[config.mk]
export PLATFORM = sky130hd
export DESIGN_NAME = lava_round_sequencer
export DESIGN_NICKNAME = d
export VERILOG_FILES = /design/src/rtl/lava_round_sequencer.sv
export SDC_FILE = /design/constraint.sdc
export NUM_CORES = 1
export LEC_CHECK = 0
export ABC_CLOCK_PERIOD_IN_PS = 3100
export CAP_MARGIN = 40
export CORE_UTILIZATION = 50
export DETAILED_ROUTE_END_ITERATION = 10
export PLACE_DENSITY_LB_ADDON = 0.1
export SETUP_SLACK_MARGIN = 0.15
export SYNTH_ARGS = -nofsm -noshare
export SYNTH_HDL_FRONTEND = slang
export SYNTH_SLANG_ARGS = --single-unit
[constraint.sdc]
create_clock -name clk -period 3.1 [get_ports clk]
set_clock_uncertainty 0.05 [all_clocks]
set_input_delay 0.93 -clock clk [delete_from_list [all_inputs] [get_ports clk]]
set_output_delay 0.93 -clock clk [all_outputs]
set_load 0.01 [all_outputs]
[src/rtl/lava_round_sequencer.sv]
// Round flow controller for the lava wall game: owns the round FSM, the lives
// count and the score-driven lava speed schedule. Everything advances on game_tick.
module lava_round_sequencer #(
   parameter int START_LIVES = 3,
   parameter int BOOST_STEP  = 100,
   parameter int MAX_LEVEL   = 7,
   parameter int DEATH_TICKS = 90,
   parameter int HOLD_TICKS  = 60
) (
   input  logic        clk,
   input  logic        rst,
   input  logic        game_tick,
   input  logic        any_input_level,
   input  logic        hit_lava_wall,
   input  logic        reached_goal,
   input  logic [15:0] score,
   output logic [2:0]  game_state,
   output logic        freeze,
   output logic [1:0]  lives,
   output logic [2:0]  speed_level,
   output logic        speed_boost_pulse,
   output logic        round_restart
);

   typedef enum logic [2:0] {
      S_IDLE  = 3'd0,
      S_PLAY  = 3'd1,
      S_DYING = 3'd2,
      S_WIN   = 3'd3,
      S_OVER  = 3'd4
   } state_t;

   localparam logic [1:0]  LIVES_INIT = 2'(START_LIVES);
   localparam logic [16:0] THR_STEP   = 17'(BOOST_STEP);
   localparam logic [2:0]  LEVEL_MAX  = 3'(MAX_LEVEL);
   localparam logic [7:0]  DEATH_LAST = 8'(DEATH_TICKS - 1);
   localparam logic [7:0]  HOLD_CNT   = 8'(HOLD_TICKS);

   state_t      state_q, state_d;
   logic [7:0]  cnt_q, cnt_d;
   logic [1:0]  lives_q, lives_d;
   logic [2:0]  level_q, level_d;
   logic [16:0] thr_q, thr_d;
   logic        freeze_q, freeze_d;
   logic        boost_q, boost_d;
   logic        restart_q, restart_d;

   always_ff @(posedge clk) begin
      if (!rst) begin
         state_q   <= S_IDLE;
         cnt_q     <= '0;
         lives_q   <= LIVES_INIT;
         level_q   <= '0;
         thr_q     <= THR_STEP;
         freeze_q  <= 1'b1;
         boost_q   <= 1'b0;
         restart_q <= 1'b0;
      end else begin
         state_q   <= state_d;
         cnt_q     <= cnt_d;
         lives_q   <= lives_d;
         level_q   <= level_d;
         thr_q     <= thr_d;
         freeze_q  <= freeze_d;
         boost_q   <= boost_d;
         restart_q <= restart_d;
      end
   end

   always_comb begin
      state_d   = state_q;
      cnt_d     = cnt_q;
      lives_d   = lives_q;
      level_d   = level_q;
      thr_d     = thr_q;
      boost_d   = 1'b0;
      restart_d = 1'b0;
      if (game_tick) begin
         case (state_q)
            S_IDLE: begin
               if (any_input_level) begin
                  state_d   = S_PLAY;
                  cnt_d     = '0;
                  restart_d = 1'b1;
               end
            end
            S_PLAY: begin
               // Goal beats collision; a boost is only considered when staying in PLAY.
               if (reached_goal) begin
                  state_d = S_WIN;
                  cnt_d   = '0;
               end else if (hit_lava_wall) begin
                  state_d = S_DYING;
                  cnt_d   = '0;
                  if (lives_q != 2'd0) lives_d = lives_q - 2'd1;
               end else if (({1'b0, score} >= thr_q) && (level_q < LEVEL_MAX)) begin
                  level_d = level_q + 3'd1;
                  thr_d   = thr_q + THR_STEP;
                  boost_d = 1'b1;
               end
            end
            S_DYING: begin
               if (cnt_q == DEATH_LAST) begin
                  cnt_d = '0;
                  if (lives_q == 2'd0) begin
                     state_d = S_OVER;
                  end else begin
                     state_d   = S_PLAY;
                     restart_d = 1'b1;
                  end
               end else begin
                  cnt_d = cnt_q + 8'd1;
               end
            end
            S_WIN, S_OVER: begin
               if (cnt_q == HOLD_CNT) begin
                  if (any_input_level) begin
                     state_d = S_IDLE;
                     cnt_d   = '0;
                     lives_d = LIVES_INIT;
                     level_d = '0;
                     thr_d   = THR_STEP;
                  end
               end else begin
                  cnt_d = cnt_q + 8'd1;
               end
            end
            default: begin
               state_d = S_IDLE;
               cnt_d   = '0;
               lives_d = LIVES_INIT;
               level_d = '0;
               thr_d   = THR_STEP;
            end
         endcase
      end
      freeze_d = (state_d != S_PLAY);
   end

   assign game_state        = state_q;
   assign freeze            = freeze_q;
   assign lives             = lives_q;
   assign speed_level       = level_q;
   assign speed_boost_pulse = boost_q;
   assign round_restart     = restart_q;

endmodule
Yosys cells after proc, flatten, opt, wreduce, memory -nomap -nowiden. Index checks and enable logic that the tools add are counted.

$add $sub $neg: 4. $lt $le $gt $ge: 2. Equal/unequal tests: 15. Muxes and demuxes: 38. Bitwise gates (word level): 4. Reduce and logical (&&, ||, !) cells: 11.

Operators by type and width (number): two-way mux 17 bit (5); case mux 17 bit (3 select lines) (1); two-way mux 8 bit (5); two-way mux 3 bit (13); case mux 8 bit (4 select lines) (1); adder 17 x 7 -> 17 bit, second input constant (1); greater-or-equal comparator 16 x 17 -> 1 bit (1); inequality test 2 bit, second input constant (7); AND reduction 7 bit (2); case mux 3 bit (4 select lines) (1); two-way mux 2 bit (5); case mux 3 bit (3 select lines) (1); adder 8 x 1 -> 8 bit, second input constant (1); == test 8 x 6 -> 1 bit, second input constant (1); == test 8 x 7 -> 1 bit, second input constant (1); == test 3 x 2 -> 1 bit, second input constant (2); case mux 2 bit (3 select lines) (1); OR reduction 5 bit (1); two-way mux 1 bit (4); inverter 1 bit (4); AND reduction 2 bit (2); OR reduction 2 bit (2); adder 3 x 1 -> 3 bit, second input constant (1); == test 3 x 1 -> 1 bit, second input constant (1); other kinds (10) (10).

Register bits: 36. Bits of input ports: 22. Output and inout port bits: 11. Word-level logic and storage cells: 82.

Depth between registers and ports, before layout. Gate-level depths: netlist of run 1.

Depth in word-level cells: 6. Mapped depth: 9. Mapped depth without buffers: 7.

Worst setup path after synthesis of run 1. Ideal clock, no wire load.

Path type: in2reg. Start point: input port score[14]. End point: register thr_q[2]. Library setup time: 0.122 ns. Data arrival time: 2.478 ns. Data required time: 2.928 ns. Setup slack: 0.450 ns. Stages on the path: 7. Buffers on the path: 1. Path through: ha_1 a21o_1 a21o_1 a22oi_2 buf_2 a21oi_2 o32a_1.

Cells in the longest elaborated chain, start to end: 4.

RTL lines: from (decl) (line 16) `input logic [15:0] score,`; greater-or-equal comparator 16 x 17 -> 1 bit (line 96) `end else if (({1'b0, score} >= thr_q) && (level_q < LEVEL_MAX)) begin`; logical AND 1 bit (line 96); inequality test 2 bit (no source line); AND reduction 7 bit (no source line); to (signal assigned) (line 63) `thr_q <= thr_d;`; to (decl) (line 43) `logic [16:0] thr_q, thr_d;`.

No other way between the ends. A chain may end at the register's enable or synchronous reset.

Worst setup path after layout of run 1.
Start point: input port hit_lava_wall. End point: register thr_q[11].

Cells in the longest elaborated chain, start to end: 2.

RTL lines: from (decl) (line 14) `input logic hit_lava_wall,`; inequality test 2 bit (no source line); AND reduction 7 bit (no source line).

No other way between the ends.

==> flow_summary.ini, run 1 <==
[cts]
cts_buffer_depth = 2
htree_levels = 2
postCtsHoldBufs = 0
clkLatencyLatePin_ps = 290
cts-root-buf = clkbuf_8
cts_tree = built
clkSinkCount = 34
cts_buffers = 5
clk_pin_slew_ps = 70

[timing]
finalCriticalPeriod_ps = 2830
hold_violations = 0
relSlewSlack = 0.459
setup-tns-final_ps = 0
worst_slack_ps = 274
finalMaxSlewViolations = 0
tightestPinTransition_ps = 810
grt_setup_unrepaired = false
setup_viol = 0
period_share = 0.912
fmaxAchievable_ghz = 0.354

[detailed_routing]
detail_route.vias_per_cell = 6.07
routedWlPerCell_um = 15.0
detail_route.iter0.violations = 156
firstDrtPassIters = 4
antenna_left = 0
vias = 2423
routed_wl_um = 5980
drc = 0

[critical_path]
r2r_cells = 7
end_kind = flip-flop
cp_max_fo = 6
start_kind = input pin
r2r-start = cnt_q[0]$_SDFFE_PN0P_
cp.arrival_ps = 2990
r2r_slack_ps = 660
critPathRequiredTime_ps = 3270
r2r-end = thr_q[16]$_SDFFE_PN0P_
crit_start = hit_lava_wall
endpoint = thr_q[11]$_SDFFE_PN0P_
crit_type = input pin to flip-flop

[global_route]
globalRouteOverflowTotal = 0
grt_pass1_vias = 2209
grt_pass1_wl_um = 10000
grt_max_degree = 31
antenna_found_initial = 0
grt_usage = 0.241

[flow_run]
maxCapViolCount = 0

[synthesis]
synth_ff_type = dfxtp_1
synth_edf_count = 0
synthTopCellsByArea = dfxtp_1, ha_1, nand3_1
postSynthNetCount = 339
ys_types = 64
yosysWarningCount = 0
ys_ff_latch = 34
syn_inst = 297
yosys-top-cells-count = nand3_1, dfxtp_1, ha_1, inv_1, nor2_1
yosysTopAreaCell = dfxtp_1
synthMostInstantiatedCell = nand3_1
avgSynthCellArea_sq_um = 8.29
synth-seq-area-share = 0.277
synth-async-reset-ratio = 0
netlist_area_sq_um = 2460
synth_top_area_frac = 0.277

[cells_and_area]
num-nets-final = 373
drive_above_1_share = 0.114
fillerInstances = 415
area_growth_pct = 21.6
post-route-util = 0.633
diodes = 0

[place]
place.gp.congestion = 0.832
portBuffers = 30
dp_hpwl_um = 4230
dpl_worst_slack_ps = -132

[floorplanning]
ios = 33
initial_utilization = 0.521
core_area_sq_um = 4720
die_w_um = 72.2
dieArea_sq_um = 5210
fp.dieH_um = 72.2
fp-row-count = 25

[min_path]
hp-class = flip-flop to flip-flop
hold_start = thr_q[11]$_SDFFE_PN0P_

[power_and_ir_drop]
vdd_drop_max_mv = 0.189
p_per_area_nw_per_um2 = 323
power.leakage_nw = 1.04

[status]
status = finished, final reports clean
## worst min-delay path by stage
| stage | depth (start not counted) | slack (ps) | end |
|---|---|---|---|
| 2_1_floorplan | 2 | 400 | thr_q[11]$_SDFFE_PN0P_ |
| 3_3_place_gp | 2 | 410 | thr_q[11]$_SDFFE_PN0P_ |
| 3_5_place_dp | 2 | 420 | thr_q[11]$_SDFFE_PN0P_ |
| 4_1_cts | 2 | 430 | thr_q[11]$_SDFFE_PN0P_ |
| 5_1_grt | 2 | 470 | thr_q[11]$_SDFFE_PN0P_ |
| 6_report | 2 | 430 | thr_q[11]$_SDFFE_PN0P_ |
## cells by family after synthesis
kind of cell | synth area share
mux | 0.0325
simple gates | 0.235
compound gates | 0.287
fa+ha+maj | 0.102
buf+inv | 0.0671
flops | 0.277
## registers in the layout (all words and copies together) (netlist names)
name,flops
game_state,3
speed_level,3
freeze,1
speed_boost_pulse,1
cnt_q,8
thr_q,15
lives,2
round_restart,1
## timing repair
| action | 4_1_cts | 5_1_grt |
|---|---|---|
| setup endpoints to repair | 1 | 7 |
| gates cloned | 0 | 1 |
| gates resized for setup | 1 | 2 |
| pin swaps | 0 | 1 |
| setup buffers | 0 | 1 |
## per-stage QoR
stage	hold slack (ps)	cells	area, sq um	total power, W
CTS	428	397	2980	0.000965
finish	427	399	2990	0.000965
global placement	406	389	2870	0.000619
detailed placement	418	389	2870	0.000620
global route	465	399	2990	0.00101
floorplan	397	297	2460	0.000550
## final cells by class
class	instances	area [sq um]	share of cell area
Tap cell	67	83.8	0.0280
Timing Repair Buffer	45	425	0.142
Multi-Input combinational cell	225	1630	0.545
Clock buffer	6	82.6	0.0276
Sequential cell	34	681	0.228
Clock inverter	2	12.5	0.00418
Inverter	20	75.1	0.0251
## where the power goes
group | internal (W) | switching (W) | leakage, nW
Sequential | 0.000442 | 0.00000959 | 0.275
Combinational | 0.0000742 | 0.0000874 | 0.720
Clock | 0.000179 | 0.000173 | 0.0472
## placed cells by master (no fill, tap or decap), types with 4 or more instances in the layout
master	n
a311oi_1	6
a211oi_1	5
clkdlybuf4s50_1	30
mux2i_1	8
o211ai_1	5
nand3_1	35
clkbuf_8	6
dfxtp_1	34
o31ai_1	4
nand2b_1	5
ha_1	20
inv_1	20
o21ai_1	4
buf_4	14
nand4_1	8
nor2_1	17
a2111oi_2	4
nand2_1	15
a21oi_1	16
o21ai_0	9
## worst max-delay path, stage by stage
cell,delay [ps]
clkdlybuf4s50_1,450
a311o_1,420
nor4_4,280
buf_4,190
o21ai_4,110
a2111oi_2,390
mux2i_1,220
## routing by layer
metal | up-vias | GRT usage | share of wire
met3 | 7 | 0.0431 | 0.037
met5 | - | 0 | 0
met4 | 0 | 0.0654 | 0.0087
met1 | 1157 | 0.309 | 0.47
li1 | 1205 | - | -
met2 | 54 | 0.414 | 0.49
Power figures use the tool's default switching activity.
==> run 2, diff against run 1 <==
--- a/config.mk
+++ b/config.mk
@@ -8,8 +8,10 @@
 export ABC_CLOCK_PERIOD_IN_PS = 3100
 export CAP_MARGIN = 40
 export CORE_UTILIZATION = 50
+export CTS_CLUSTER_DIAMETER = 60
 export DETAILED_ROUTE_END_ITERATION = 10
 export PLACE_DENSITY_LB_ADDON = 0.1
+export RECOVER_POWER = 25
 export SETUP_SLACK_MARGIN = 0.15
 export SYNTH_ARGS = -nofsm -noshare
 export SYNTH_HDL_FRONTEND = slang
==> run 2 against run 1 <==
Net effect: global-route usage stayed put; core utilization is 0.079 points lower; clock power hardly changed; cell count stayed put; hold slack worse by 0.70 ps; die area stayed put; combinational power hardly changed; first-iteration DRC count stayed put; count of clock-buffer cells in the layout stayed put; critical endpoint unchanged; largest power group unchanged.
==> flow_summary.ini, run 2 (same netlist as run 1, synthesis figures left out) <==
[status]
status = finished, final reports clean

[floorplanning]
core_area_sq_um = 4720
die_w_um = 72.2
fp.dieH_um = 72.2
initial_utilization = 0.521
dieArea_sq_um = 5210
ios = 33
fp-row-count = 25

[global_route]
antenna_found_initial = 0
grt_pass1_wl_um = 10000
grt_max_degree = 31
grt_usage = 0.241
grt_pass1_vias = 2209
globalRouteOverflowTotal = 0

[min_path]
whs_path_depth = 2
hp-class = flip-flop to flip-flop
hold_start = thr_q[11]$_SDFFE_PN0P_

[timing]
tightestPinTransition_ps = 834
setup_viol = 0
hold_violations = 0
holdWs_ps = 426
finalMaxSlewViolations = 0
relSlewSlack = 0.442
finalCriticalPeriod_ps = 2820
period_share = 0.909
fmaxAchievable_ghz = 0.355
grt_setup_unrepaired = false

[cells_and_area]
final_common_cell = nand3_1
diodes = 0
reg.largest.list = thr_q: 15 flops, cnt_q: 8 flops
drive_above_1_share = 0.111
final_cell_mix = nand3_1, dfxtp_1, clkdlybuf4s50_1
largest_register_ffs = 15
num-nets-final = 373
post-route-util = 0.633
finalNonFillerCells = 399
top_register = thr_q
area_growth_pct = 21.4

[critical_path]
cp.arrival_ps = 2990
critPathRequiredTime_ps = 3270
cp_max_fo = 6
crit_start = hit_lava_wall
crit_type = input pin to flip-flop
r2r_cells = 7
start_kind = input pin
r2r-start = cnt_q[0]$_SDFFE_PN0P_
end_kind = flip-flop

[detailed_routing]
vias = 2421
routedWlPerCell_um = 15.1
detail_route.vias_per_cell = 6.07
routed_wl_um = 6010
drc = 0
detail_route.iter0.violations = 156
firstDrtPassIters = 4
antenna_left = 0

[cts]
cts_buffer_depth = 2
postCtsHoldBufs = 0
clkSinkCount = 34
htree_levels = 2
clk_pin_slew_ps = 70
clkLatencyLatePin_ps = 290
cts_buffers = 5
cts_tree = built
cts-root-buf = clkbuf_8

[place]
dp_hpwl_um = 4230
place.gp.congestion = 0.832
portBuffers = 30
dp.cells = 389

[flow_run]
maxCapViolCount = 0

[power_and_ir_drop]
p_per_area_nw_per_um2 = 323
power.leakage_nw = 1.04
vdd_drop_max_mv = 0.189
[run 2: layer usage]
metal / share of wire / track usage / vias to the layer above
met2: 0.49 / 0.414 / 54
met3: 0.036 / 0.0431 / 7
met4: 0.0087 / 0.0654 / 0
li1: - / - / 1204
met5: 0 / 0 / -
met1: 0.47 / 0.309 / 1156
[run 2: cell type report]
type	instances	area, sq um
inverters	20	75.1
flip-flops and latches	34	681
repair buffers	45	422
fillers	414	1740
clock buffers	6	82.6
clock inverters	2	12.5
well taps	67	83.8
multi-input cells	225	1630
[run 2: path summary, 6_finish.rpt]
kind	slack [ps]	end
min reg2reg	430	thr_q[11]$_SDFFE_PN0P_
max	280	thr_q[11]$_SDFFE_PN0P_
max reg2reg	640	thr_q[16]$_SDFFE_PN0P_
min	430	thr_q[11]$_SDFFE_PN0P_
[run 2: report_power, final]
part | switching [W] | leakage, nW | internal [W]
Sequential | 0.00000951 | 0.275 | 0.000442
Combinational | 0.0000878 | 0.715 | 0.0000725
Clock | 0.000174 | 0.0472 | 0.000179
Total | 0.000271 | 1.04 | 0.000693
[run 2: stage by stage]
step	cell area (sq um)	worst slack, ps	TNS, ps	total power (W)
3_3_place_gp	2870	-120	-680	0.000619
6_report	2990	281	0	0.000964
4_1_cts	2980	184	0	0.000965
3_5_place_dp	2870	-132	-794	0.000620
5_1_grt	2990	151	0	0.00100
2_1_floorplan	2460	450	0	0.000550
[run 2: critical path, cell delays in order]
cell             delay, ps
clkdlybuf4s50_1        450
a311o_1                420
nor4_4                 280
buf_4                  180
o21ai_4                110
a2111oi_2              390
mux2i_1                220
[run 2: what timing repair did]
| item | CTS | global route |
|---|---|---|
| setup buffers | 0 | 1 |
| endpoints found under the setup margin | 1 | 7 |
| gates cloned | 0 | 1 |
| pin swaps | 0 | 1 |
| resized for setup | 1 | 2 |
